--- config.mk ---
export PLATFORM = sky130hd
export DESIGN_NAME = sensor_avg_bank
export DESIGN_NICKNAME = d
export VERILOG_FILES = /design/src/rtl/sensor_avg_pkg.sv /design/src/rtl/exp_avg_dp.sv /design/src/rtl/sensor_avg_bank.sv
export SDC_FILE = /design/constraint.sdc
export NUM_CORES = 1
export LEC_CHECK = 0
export CAP_MARGIN = 30
export CORE_ASPECT_RATIO = 1.75
export CORE_MARGIN = 4
export CORE_UTILIZATION = 58
export DETAILED_ROUTE_END_ITERATION = 6
export PLACE_DENSITY = 0.92
export SETUP_SLACK_MARGIN = 0.1
export SYNTH_ARGS = -nofsm -noshare
export SYNTH_HDL_FRONTEND = slang
export SYNTH_SLANG_ARGS = --single-unit
--- constraint.sdc ---
create_clock -name clk -period 7.6 [get_ports clk]
set_input_delay 1.52 -clock clk [delete_from_list [all_inputs] [get_ports clk]]
set_output_delay 1.52 -clock clk [all_outputs]
set_load 0.01 [all_outputs]
--- src/rtl/sensor_avg_pkg.sv ---
// Shared constants, types and width helper for the sensor averaging bank.
package sensor_avg_pkg;

  localparam int MAX_SHIFT_DEF = 7;
  localparam int TICK_W_FAST   = 16;
  localparam int TICK_W_SLOW   = 22;

  typedef logic [2:0] shift_t;

  function automatic int acc_w(input int data_w, input int max_shift);
    return data_w + max_shift;
  endfunction

endpackage

--- src/rtl/exp_avg_dp.sv ---
// Shared combinational exponential-average step: seed load or acc - acc>>k + sample.
module exp_avg_dp
  import sensor_avg_pkg::*;
#(
  parameter int DATA_W = 12,
  parameter int ACC_W  = 19
) (
  input  logic [ACC_W-1:0]  acc,
  input  logic [DATA_W-1:0] sample,
  input  shift_t            k,
  input  logic              seed,
  output logic [ACC_W-1:0]  acc_nxt
);

  logic [ACC_W-1:0] sample_ext;

  always_comb begin
    sample_ext = ACC_W'(sample);
    // Seeding preloads the steady-state value so avg equals the sample at once.
    if (seed) begin
      acc_nxt = sample_ext << k;
    end else begin
      acc_nxt = acc - (acc >> k) + sample_ext;
    end
  end

endmodule

--- src/rtl/sensor_avg_bank.sv ---
// Multi-channel exponential averager: per-channel capture/pending, round-robin
// grant into one shared update datapath, optional internal sample timer.
module sensor_avg_bank
  import sensor_avg_pkg::*;
#(
  parameter int                NUM_CH     = 4,
  parameter int                DATA_W     = 12,
  parameter int                MAX_SHIFT  = MAX_SHIFT_DEF,
  parameter logic [NUM_CH-1:0] TIMED_MASK = {{(NUM_CH-1){1'b0}}, 1'b1},
  parameter bit                FAST_SIM   = 1'b1
) (
  input  logic                     clk,
  input  logic                     rst,
  input  logic [NUM_CH*DATA_W-1:0] smpl_in,
  input  logic [NUM_CH-1:0]        smpl_req,
  input  logic [NUM_CH-1:0]        seed,
  input  logic [NUM_CH*3-1:0]      shift,
  input  logic                     ovr_clr,
  output logic [NUM_CH*DATA_W-1:0] avg,
  output logic [NUM_CH-1:0]        avg_vld,
  output logic [NUM_CH-1:0]        overrun,
  output logic                     tick
);

  localparam int     ACC_W  = acc_w(DATA_W, MAX_SHIFT);
  localparam int     TICK_W = FAST_SIM ? TICK_W_FAST : TICK_W_SLOW;
  localparam int     PTR_W  = $clog2(NUM_CH);
  localparam shift_t K_MAX  = (MAX_SHIFT < 7) ? shift_t'(MAX_SHIFT) : 3'd7;

  logic [TICK_W-1:0] tmr;
  logic [ACC_W-1:0]  acc  [NUM_CH];
  logic [DATA_W-1:0] hold [NUM_CH];
  shift_t            k    [NUM_CH];
  logic [NUM_CH-1:0] pending, seed_pend, req_eff, evt, gnt_clr;
  logic [PTR_W-1:0]  ptr, gnt_idx, ptr_nxt;
  logic              gnt_vld;
  logic [ACC_W-1:0]  acc_nxt;

  always_ff @(posedge clk) begin
    if (rst) tmr <= '0;
    else     tmr <= tmr + 1'b1;
  end

  assign tick    = &tmr;
  assign req_eff = (TIMED_MASK & {NUM_CH{tick}}) | (~TIMED_MASK & smpl_req);
  assign evt     = req_eff | seed;

  always_comb begin
    for (int c = 0; c < NUM_CH; c++) begin
      k[c] = (shift[c*3 +: 3] > K_MAX) ? K_MAX : shift[c*3 +: 3];
    end
  end

  // Rotating priority: first pending channel at or after ptr, wrapping around.
  always_comb begin
    gnt_vld = 1'b0;
    gnt_idx = '0;
    for (int i = 0; i < NUM_CH; i++) begin
      int j;
      j = int'(ptr) + i;
      if (j >= NUM_CH) j = j - NUM_CH;
      if (!gnt_vld && pending[j]) begin
        gnt_vld = 1'b1;
        gnt_idx = PTR_W'(j);
      end
    end
  end

  assign gnt_clr = gnt_vld ? (NUM_CH'(1) << gnt_idx) : '0;
  assign ptr_nxt = (int'(gnt_idx) == NUM_CH - 1) ? '0 : gnt_idx + 1'b1;

  exp_avg_dp #(
    .DATA_W (DATA_W),
    .ACC_W  (ACC_W)
  ) u_dp (
    .acc     (acc[gnt_idx]),
    .sample  (hold[gnt_idx]),
    .k       (k[gnt_idx]),
    .seed    (seed_pend[gnt_idx]),
    .acc_nxt (acc_nxt)
  );

  always_ff @(posedge clk) begin
    if (rst) begin
      for (int c = 0; c < NUM_CH; c++) begin
        acc[c]  <= '0;
        hold[c] <= '0;
      end
      pending   <= '0;
      seed_pend <= '0;
      overrun   <= '0;
      avg_vld   <= '0;
      ptr       <= '0;
    end else begin
      avg_vld <= gnt_clr;
      if (gnt_vld) begin
        acc[gnt_idx] <= acc_nxt;
        ptr          <= ptr_nxt;
      end
      // New events win over the grant clear; a refill in the grant cycle is not an overrun.
      pending   <= (pending & ~gnt_clr) | evt;
      seed_pend <= (seed_pend & ~gnt_clr) | seed;
      overrun   <= (overrun & ~{NUM_CH{ovr_clr}}) | (evt & pending & ~gnt_clr);
      for (int c = 0; c < NUM_CH; c++) begin
        if (evt[c]) hold[c] <= smpl_in[c*DATA_W +: DATA_W];
      end
    end
  end

  always_comb begin
    avg = '0;
    for (int c = 0; c < NUM_CH; c++) begin
      avg[c*DATA_W +: DATA_W] = DATA_W'(acc[c] >> k[c]);
    end
  end

endmodule

After elaboration in Yosys (flattened, before gate mapping)
Memory sizes are Yosys's and may differ from the RTL's. Index checks and enable logic that the tools add are counted.

Output and inout bits: 57. Bits in read-only memories: 0. Latch bits: 0. Memories kept: 2. Memory bits (writable): 124. Flip-flop bits (word level): 34. Input bits: 71. Logic and storage cells: 126.

Multipliers: 0. Add/sub/neg operators: 11. Bitwise operators: 17. Div/mod/pow operators: 0. Shift operators: 7. Multiplexer cells: 60. Equality and inequality tests: 1. Reduce and logical (&&, ||, !) cells: 8. Magnitude comparators: 14.

Memory list: acc (words 4, bits a word 19, read ports 5, clocked after memory_dff 0, write ports 4, line sensor_avg_bank.sv:31) `logic [ACC_W-1:0] acc [NUM_CH];`; hold (words 4, bits a word 12, read ports 1, clocked after memory_dff 0, write ports 4, line sensor_avg_bank.sv:32) `logic [DATA_W-1:0] hold [NUM_CH];`.

Operators with widths (number): 32-bit by 4-bit less-than comparator with 1-bit output, second input constant (4); 32-bit 2-to-1 mux (4); 19-bit by 3-bit >> shifter with 12-bit output (4); 12-bit 2-to-1 mux (4); 19-bit 2-to-1 mux (2); 1-bit 2-to-1 mux (31); 4-bit bitwise AND (5); 19-bit by 12-bit adder with 19-bit output (1); 19-bit OR reduction (1); 12-bit by 3-bit left shift with 19-bit output (1); 19-bit by 3-bit >> shifter with 19-bit output (1); 19-bit subtractor (1); 3-bit 2-to-1 mux (6); 16-bit by 1-bit adder with 16-bit output, second input constant (1); 4-bit bitwise OR (4); 16-bit AND reduction (1); 3-bit >= comparator, second input constant (4); 3-bit > comparator, second input constant (4); 2-bit 2-to-1 mux (6); 3-bit by 3-bit subtractor with 4-bit output, second input constant (3); 1-bit binary-select mux with 2-bit select (5); 4-bit NOT (2); 2-bit by 2-bit adder with 3-bit output, second input constant (2); 3-bit binary-select mux with 2-bit select (1); 13 further kinds (20).

Logic depth before layout (Yosys ltp)
Gate-level depths: netlist (run 1).

Depth in word-level cells: 24. Gate-level depth with buffers: 26.

By module
From an unflattened synthesis (run 1), not the netlist that was laid out.

Cell total of the unflattened synthesis: 1189. Area, all modules: 11688.7 µm².

By module, submodules not included: sensor_avg_bank (cells an instance 805, area an instance 9016.1 µm², times used 1); exp_avg_dp (cells an instance 384, area an instance 2672.6 µm², times used 1).

Worst setup path before layout (run 1)
No wires, ideal clock.

Path kind: input to register. Start point: in shift[0]. End point: mem acc[0][17] (data pin). Library setup time: 266 ps. Data arrival time: 5778 ps. Path slack: 1556 ps. Stages: 21. Cell sequence: clkbuf_1 -> inv_1 -> o211a_2 -> or2_1 -> buf_2 -> buf_2 -> mux2i_1 -> mux2i_1 -> mux2i_1 -> fa_1 -> inv_1 -> ha_1 -> a21o_1 -> a21oi_1 -> o21ai_0 -> a41oi_1 -> o21ai_0 -> a31oi_1 -> xnor2_1 -> a32oi_1 -> nor2_1.

RTL lines: from (decl) (line sensor_avg_bank.sv:17) `input logic [NUM_CH*3-1:0] shift,`; to (decl) (line sensor_avg_bank.sv:31).

==> reports/qor.csv, run 1 <==
metric,value,unit
n_fill_cell,1508,
critPathArrivalTime,6900,ps
detailedRoute.firstPassIterationCount,6,
ioPinCount,128,
run_status,finished clean,
pre_cts_setup_slack,414,ps
drcViolationCount,0,
ys_ff_latch,158,
final_cells,1591,
row_count,68,
max_cap_violations,0,
postLayoutCoreUtil,69.2,%
die-area,22300,µm²
cp_max_fo,19,
startpoint_type_of_the_worst_setup_path,input port,
number_of_synthesized_flops_with_an_enable_pin,124,
grt.total_usage,29.9,%
synth_seq_area_share,38.2,%
timing.hold.worst.class,flip-flop to flip-flop,
via_per_inst,6.18,
vdd.ir_drop.worst,0.355,mV
timing.reg2reg.worst_path_depth,21,
finished_cell_area,13600,µm²
maxSlewHeadroom,33.8,%
dp.final_hpwl,25400,µm
area_of_the_multi_input_gates,6640,µm²
critical_path_required,7750,ps
post_synth_inst_count,1229,
routed_wire_length_per_instance,20.9,µm
floorplan_core_area,19700,µm²
grt_antenna_before_repair,0,
clk_pin_slew,60,ps
drt_iter0_markers,938,
setup-violations-final,0,
fin_total_pwr,7.05,mW
cts_inserted_buffers,17,
synth_async_sr_flop_share,0,%
critPathCapture,acc[3][17]$_DFFE_PP_,
h-tree-depth,4,
area.sequential,4400,µm²
r2r_setup_slack,1010,ps
worst_r2r_startpoint,ptr[1]$_SDFFE_PP0P_,
post-place-cells,1558,
largest_cells_by_area_after_synthesis,"edfxtp_1 (32%), mux2i_1 (14%), dfxtp_1 (5.9%)",
worstReg2RegEnd,acc[3][17]$_DFFE_PP_,
gr-total-overflow,0,
final_count_of_hold_timing_violations,0,
cts-root-to-sink-buffers,2,
first_global_vias,9626,
detailroute.via_count,9829,
postCtsSetupRepairBufs,0,
post_synth_num_cell_types,61,
final_layout_size_suffix_gt1_share,10.2,%
period_needed,6750,ps
post-synth-top-area-fraction,32.3,%
criticalPathCategory,input port to flip-flop,
initial_utilization,58.6,%
gp_congestion,1.01,
cts_hold_buf,0,
synth.net_count,1342,
finalHoldWorstSlack,470,ps
rsz0062_at_grt,false,
cts.sinks,158,
net_count_final,1446,
post_synth.cell_area_avg,9.37,µm²
grt_first_pass_wirelength,51100,µm
fmax,148,MHz
postRouteWirelength,33300,µm
netlist_area,11500,µm²
slew_at_the_pin_closest_to_its_max_slew_limit,992,ps
placed_cell_area,13000,µm²
cellLeakagePower,5.80,nW
power_density,518,nW/µm²
postCtsResizedCells,0,
synth_top_area_cell,edfxtp_1,
tritoncts,yes,
area_growth_syn_to_layout,18.1,%
layout_worst_path_cycle_share,88.8,%
final_worst_slack,849,ps
final.setup.tns,0,ps
root_buffer,clkbuf_16,
antennaDiodeCount,0,
detail-route-antenna-nets,0,
yosys_most_used_dff,edfxtp_1,
insertion_delay,430,ps
number_of_port_buffers,126,
die_h,194,µm
grt_max_degree,55,
timing.critical_path.from,shift[0],
ys_warn_count,0,
final.setup_skew,9.24,ps
die_width,115,µm
timing.final.max_slew_violations,0,
capturing_element_type_of_the_critical_path,flip-flop,
-- critical path, stage by stage --
cell	delay, ps
clkdlybuf4s50_1	420
inv_1	210
o211a_2	270
or2_1	750
mux2i_1	210
mux2i_1	290
mux2i_1	160
fa_1	550
inv_1	50
ha_1	390
a2111oi_0	440
o21ai_0	310
a41oi_1	260
buf_4	170
o21ai_0	160
a31oi_1	250
xnor2_1	90
a32oi_1	150
buf_4	190
nor2_1	40
-- metal layers --
metal	vias up	part of all wire [%]	track usage, %
met3	131	6.6	3.30
met2	503	52	53.7
met4	0	7.5	19.6
met5	-	0	0
li1	4576	-	-
met1	4619	33	32.1
-- worst min path at each step --
stage                      startpoint                end  slack, ps  cells after the start
finish              tmr[0]$_SDFF_PP0_  tmr[0]$_SDFF_PP0_        470                      1
global route        tmr[0]$_SDFF_PP0_  tmr[0]$_SDFF_PP0_        510                      1
CTS                 tmr[0]$_SDFF_PP0_  tmr[0]$_SDFF_PP0_        460                      1
detailed placement  tmr[0]$_SDFF_PP0_  tmr[0]$_SDFF_PP0_        450                      1
global placement    tmr[0]$_SDFF_PP0_  tmr[0]$_SDFF_PP0_        430                      1
floorplan           tmr[0]$_SDFF_PP0_  tmr[0]$_SDFF_PP0_        430                      1
-- cell type report --
| class | instances | share of cell area, % |
|---|---|---|
| multi-input combinational | 955 | 48.8 |
| sequential | 158 | 32.4 |
| timing repair buffer | 155 | 10.9 |
| clock buffer | 17 | 3.13 |
| tap | 245 | 2.25 |
| inverter | 46 | 1.31 |
| clock inverter | 15 | 1.18 |
-- power by group --
group,internal (mW),switching [mW]
clock network,0.489,0.366
logic,1.86,2.97
registers,1.21,0.161
-- cells in the final DEF (no fill, tap or decap), types with 6 or more instances in the layout --
cell | netlist | layout
o21ai_0 | 54 | 54
mux4_2 | 6 | 6
o21a_1 | 6 | 6
o22ai_1 | 6 | 6
nor3_1 | 12 | 12
a211oi_1 | 6 | 6
edfxtp_1 | 124 | 124
xnor2_1 | 12 | 12
a21oi_1 | 44 | 44
and2_1 | 71 | 71
nand3_1 | 56 | 56
fa_1 | 12 | 12
nand2b_1 | 9 | 9
xor2_1 | 15 | 15
mux2i_1 | 164 | 163
and3_1 | 8 | 8
nand2_1 | 145 | 145
o211ai_1 | 11 | 11
inv_6 | 1 | 6
clkbuf_16 | 0 | 17
dfxtp_1 | 34 | 34
ha_1 | 30 | 30
clkdlybuf4s50_1 | 0 | 126
buf_4 | 0 | 28
mux2_2 | 56 | 56
a21o_1 | 18 | 18
inv_1 | 41 | 41
nand4_1 | 8 | 8
nor2_1 | 149 | 149
-- registers in the layout, indices dropped and copies added, names as in the netlist --
register   count
tmr           16
pending        4
avg_vld        4
seed_pend      4
acc           76
hold          48
overrun        4
ptr            2
-- cells by family after synthesis --
family,Yosys count,share of synthesized area (%)
AO/OA/AOI/OAI,181,10.1
buffers and inverters,116,4.18
XOR/XNOR,27,2.05
adder cells (fa/ha/maj),42,5.34
AND/OR/NAND/NOR,478,19.0
multiplexers,227,21.0
flip-flops,158,38.2
-- synth_stat cells, drive strengths merged, types with 5 or more instances --
master,number
ha,30
a21oi,44
nand3,56
nor2,151
buf,23
and3,8
nand2b,9
o21a,6
mux2,56
dfxtp,34
xnor2,12
or3,5
mux2i,165
nand2,145
inv,45
o22ai,6
a21o,18
nand4,8
a211oi,8
a31oi,6
xor2,15
and2,71
o21ai,57
edfxtp,124
nor3,12
fa,12
clkbuf,47
mux4,6
o211ai,11
No activity file was read; power rests on OpenSTA's default activity.
==> run 2: changes to the inputs <==
Settings changed: CORE_ASPECT_RATIO 1.75 to not set.
==> reports/qor.csv, run 2 (synthesis gave the netlist of run 1 again) <==
metric,value,unit,change
postCtsSetupRepairBufs,0,,unchanged
root_buffer,clkbuf_16,,
die-area,22200,µm²,-0.40%
run_status,finished clean,,
final_cell_mix,"mux2i_1 (163), nor2_1 (149), nand2_1 (145)",,
insertion_delay,440,ps,about the same
final_layout_size_suffix_gt1_share,10.1,%,-0.12 points
tritoncts,yes,,
final_count_of_hold_timing_violations,0,,unchanged
dp.final_hpwl,25100,µm,-1.2%
cts-root-to-sink-buffers,2,,unchanged
antennaDiodeCount,0,,unchanged
largest_reg_flops,76,,unchanged
timing.hold.worst.class,flip-flop to flip-flop,,
via_per_inst,6.34,,+2.6%
leading_cell_type_in_the_layout_fill_and_taps_excluded,mux2i_1,,
layout_worst_path_cycle_share,90.5,%,+1.7 points
largest_register,acc,,
gp_congestion,1.03,,+1.6%
detailroute.via_count,10200,,+3.7%
cp_max_fo,20,,+1
cts.sinks,158,,unchanged
capturing_element_type_of_the_critical_path,flip-flop,,
grt_first_pass_wirelength,52500,µm,+2.7%
ioPinCount,128,,unchanged
grt.total_usage,30.3,%,+0.42 points
detailedRoute.firstPassIterationCount,6,,unchanged
reg_top3,"acc: 76 flops, hold: 48 flops, tmr: 16 flops",,
drt_iter0_markers,1343,,+43%
timing.final.max_slew_violations,0,,unchanged
h-tree-depth,4,,unchanged
net_count_final,1443,,-0.21%
clk_pin_slew,70,ps,about the same
critPathArrivalTime,7040,ps,+140 ps
final.setup.tns,0,ps,unchanged
slew_at_the_pin_closest_to_its_max_slew_limit,1010,ps,+13.5 ps
final.setup_skew,7.83,ps,-1.40 ps
routed_wire_length_per_instance,21.1,µm,+0.68%
startpoint_type_of_the_worst_setup_path,input port,,
cts_inserted_buffers,17,,unchanged
max_cap_violations,0,,unchanged
area_growth_syn_to_layout,17.8,%,
die_width,149,µm,+30%
gr-total-overflow,0,,unchanged
critical_path_required,7760,ps,about the same
postRouteWirelength,33900,µm,+1.7%
row_count,51,,-25%
grt_max_degree,45,,-18%
initial_utilization,59.0,%,+0.38 points
die_h,149,µm,-23%
postCtsResizedCells,0,,unchanged
setup-violations-final,0,,unchanged
drcViolationCount,0,,unchanged
cts_hold_buf,0,,unchanged
r2r_setup_slack,950,ps,-60 ps
grt_antenna_before_repair,0,,unchanged
finalHoldWorstSlack,485,ps,+15.0 ps
n_fill_cell,1359,,-9.9%
number_of_port_buffers,126,,unchanged
detail-route-antenna-nets,0,,unchanged
rsz0062_at_grt,false,,
first_global_vias,9829,,+2.1%
fmax,145,MHz,-1.9%
period_needed,6880,ps,+131 ps
criticalPathCategory,input port to flip-flop,,
floorplan_core_area,19500,µm²,-0.65%
maxSlewHeadroom,32.9,%,-0.90 points
==> run 2: cell types whose count changed in the layout (fill, tap and decap cells not counted), sizes merged <==
cell,previous run,this run
inv,51,50
buf,29,26
bufinv,2,1
clkinvlp,2,3
==> run 2: final timing paths <==
check / start / end / cells past startpoint
hold reg to reg: tmr[0]$_SDFF_PP0_ / tmr[0]$_SDFF_PP0_ / 1
setup reg to reg: ptr[0]$_SDFFE_PP0P_ / acc[0][15]$_SDFFCE_PN0P_ / 19
hold / removal: tmr[0]$_SDFF_PP0_ / tmr[0]$_SDFF_PP0_ / 1
setup / recovery: shift[3] / acc[0][15]$_SDFFCE_PN0P_ / 18
==> run 2: cell type report <==
cell class	instances	area [µm²]	area share, %
Multi-Input combinational cell	955	6640	48.9
Sequential cell	158	4400	32.4
Timing Repair Buffer	152	1460	10.7
Clock buffer	17	425	3.13
Tap cell	265	332	2.44
Inverter	46	178	1.31
Clock inverter	14	135	0.996
==> run 2: critical path: stages <==
cell and delay (ps):
clkdlybuf4s50_1 490, o21ai_0 110, and3_1 270, or2_1 780, mux2i_1 240, mux2i_1 280
mux2i_1 170, fa_1 630, inv_1 80, ha_1 300, a21o_1 190, a21oi_1 320
o21ai_0 230, a41oi_1 420, o21ai_0 230, xnor2_1 240, o32a_1 440, nor2_1 90
==> run 2: per-stage QoR <==
step / std cells / area (µm²) / util, % / setup WS (ps)
final: 1607 / 13600 / 69.5 / 718
after floorplan: 1229 / 11500 / - / 1560
after global placement: 1576 / 13000 / 66.6 / 711
after CTS: 1607 / 13600 / 69.5 / 827
after global routing: 1607 / 13600 / 69.5 / 477
after detailed placement: 1576 / 13000 / 66.6 / 484
==> run 2: routing by layer <==
layer	vias to the layer above	wire length [µm]	GRT usage [%]
met1	4747	12100	37.4
met5	-	0	0
met4	0	1700	13.5
li1	4574	-	-
met2	720	16100	50.5
met3	147	3980	7.51
Power of run 2 is not shown: default switching activity piles up to over one toggle a cycle in this logic, so the estimate is an artifact.
==> run 3: changes to the inputs <==
Settings changed: CORE_UTILIZATION 58 to 30, PLACE_DENSITY 0.92 to 0.6.
Clock period 7.6 ns to 6.3 ns, I/O delays scaled along.
==> reports/qor.csv, run 3 (synthesis gave the netlist of run 1 again) <==
metric,value,unit,change
rsz0062_at_grt,false,,
run_status,finished clean,,
timing.final.max_slew_violations,0,,unchanged
path_cells,clkdlybuf4s50_1 -> inv_1 -> o211a_2 -> or2_1 -> buf_12 -> mux2i_1 -> mux2i_1 -> mux2i_1 -> fa_1 -> inv_1 -> ha_1 -> a2111oi_0 -> o21ai_1 -> a41oi_1 -> buf_4 -> o21ai_0 -> a31oi_1 -> xnor2_1 -> a32oi_1 -> buf_4 -> nor2_1,,
gr-total-overflow,0,,unchanged
root_buffer,clkbuf_16,,
swShare,48.3,%,
postRouteWirelength,34500,µm,+2.0%
crit_buf_inv,6,,+4
first_global_vias,9419,,-4.2%
setup-violations-final,0,,unchanged
grt_max_degree,44,,-2.2%
h-tree-depth,4,,unchanged
grt.total_usage,16.3,%,-14 points
drcViolationCount,0,,unchanged
power.combinational.fraction,70.0,%,
final_worst_slack,457,ps,-261 ps
cts.sinks,158,,unchanged
insertion_delay,440,ps,about the same
power_frac_clock,11.5,%,
maxSlewHeadroom,34.6,%,+1.6 points
die-area,41600,µm²,+88%
slew_at_the_pin_closest_to_its_max_slew_limit,981,ps,-24.5 ps
internal_power_consumption,4.64,mW,
routed_wire_length_per_instance,18.2,µm,-13%
cp_max_fo,19,,-5.0%
r2r_setup_slack,550,ps,-400 ps
grt_first_pass_wirelength,53000,µm,+1.0%
total_switching_power,4.34,mW,
placed_cell_area,13700,µm²,+4.9%
cts_inserted_buffers,17,,unchanged
capturing_element_type_of_the_critical_path,flip-flop,,
detailedRoute.firstPassIterationCount,5,,-1
leading_cell_type_in_the_layout_fill_and_taps_excluded,mux2i_1,,
timing.hold.worst.class,flip-flop to flip-flop,,
criticalPathCategory,input port to flip-flop,,
floorplan_core_area,37800,µm²,+93%
finished_cell_area,14300,µm²,+5.1%
grt_antenna_before_repair,0,,unchanged
max_cap_violations,0,,unchanged
detail-route-antenna-nets,0,,unchanged
antennaDiodeCount,0,,unchanged
reg_top3,"acc: 76 flops, hold: 48 flops, tmr: 16 flops",,
startpoint_type_of_the_worst_setup_path,input port,,
p_seq_share,18.5,%,
timing.critical_path.max_delay_family,compound AO/OA/AOI/OAI gates,,
layout_worst_path_cycle_share,92.7,%,
via_per_inst,5.05,,-20%
row_count,71,,+39%
tritoncts,yes,,
die_h,204,µm,+37%
number_of_port_buffers,126,,unchanged
finalHoldWorstSlack,472,ps,-13.2 ps
final.setup.tns,0,ps,unchanged
period_needed,5840,ps,
postLayoutCoreUtil,37.8,%,-32 points
cts-root-to-sink-buffers,2,,unchanged
area_growth_syn_to_layout,23.8,%,
final_layout_size_suffix_gt1_share,13.0,%,+2.9 points
n_fill_cell,3809,,+180%
pre_cts_setup_slack,-87.5,ps,-571 ps
ioPinCount,128,,unchanged
largest_register,acc,,
drt_iter0_markers,1035,,-23%
critPathArrivalTime,6010,ps,-1030 ps
power_density,630,nW/µm²,
largest_reg_flops,76,,unchanged
fmax,171,MHz,
clk_pin_slew,80,ps,about the same
final_count_of_hold_timing_violations,0,,unchanged
cellLeakagePower,6.00,nW,
top_cell_by_count_worst_path,mux2i_1,,
detailroute.via_count,9554,,-6.2%
final_cell_mix,"mux2i_1 (162), nor2_1 (149), nand2_1 (143)",,
critical_path_required,6470,ps,-1290 ps
net_count_final,1482,,+2.7%
final.setup_skew,16.6,ps,+8.80 ps
dp.final_hpwl,27000,µm,+7.8%
gp_congestion,0.897,,-13%
die_width,204,µm,+37%
vdd.ir_drop.worst,0.342,mV,
slowest_cell_delay_on_critical_path,570,ps,-210 ps
critPathSlowestCell,fa_1,,
initial_utilization,30.5,%,-28 points
-- run 3: cell types whose count changed in the layout (fill, tap and decap cells not counted), sizes merged --
cell      delta
clkbuf       +1
inv          +3
buf         +39
clkinvlp     -2
bufinv       -1
-- run 3: routing by layer --
metal,global-route usage [%],up-vias,part of all wire [%]
met5,0,-,0
met4,5.38,0,2.7
met3,2.51,59,6.3
met2,26.4,370,46
met1,22.6,4485,45
li1,-,4640,-
-- run 3: final cells by class --
class	instances	area [µm²]	share of cell area (%)
Clock buffer	18	450	3.16
Multi-Input combinational cell	955	6660	46.7
Clock inverter	14	143	1.00
Inverter	46	178	1.25
Sequential cell	158	4400	30.9
Timing Repair Buffer	191	1790	12.6
Tap cell	511	639	4.48
-- run 3: path summary, 6_finish.rpt --
path / to / from / cells past startpoint
hold / removal: tmr[0]$_SDFF_PP0_ / tmr[0]$_SDFF_PP0_ / 1
setup / recovery: acc[1][17]$_SDFFCE_PN0P_ / shift[0] / 21
setup reg to reg: acc[1][17]$_SDFFCE_PN0P_ / ptr[1]$_SDFFE_PP0P_ / 23
hold reg to reg: tmr[0]$_SDFF_PP0_ / tmr[0]$_SDFF_PP0_ / 1
-- run 3: metrics by stage --
step	std cells	power, mW
CTS	1893	8.88
floorplan	1229	5.33
global placement	1861	7.75
global route	1893	9.58
detailed placement	1861	7.82
finish	1893	8.99
-- run 3: power groups by stage --
stage / logic (mW) / registers, mW / clock network (mW)
finish: 6.29 / 1.66 / 1.04
global route: 6.81 / 1.69 / 1.09
CTS: 6.18 / 1.66 / 1.04
detailed placement: 6.14 / 1.68 / 0
global placement: 6.08 / 1.68 / 0
floorplan: 3.75 / 1.57 / 0
-- run 3: what timing repair did --
item                       CTS  global route
resized for setup            0             7
buffers inserted             0             0
setup endpoints to repair    0             4
hold buffers                 0             0
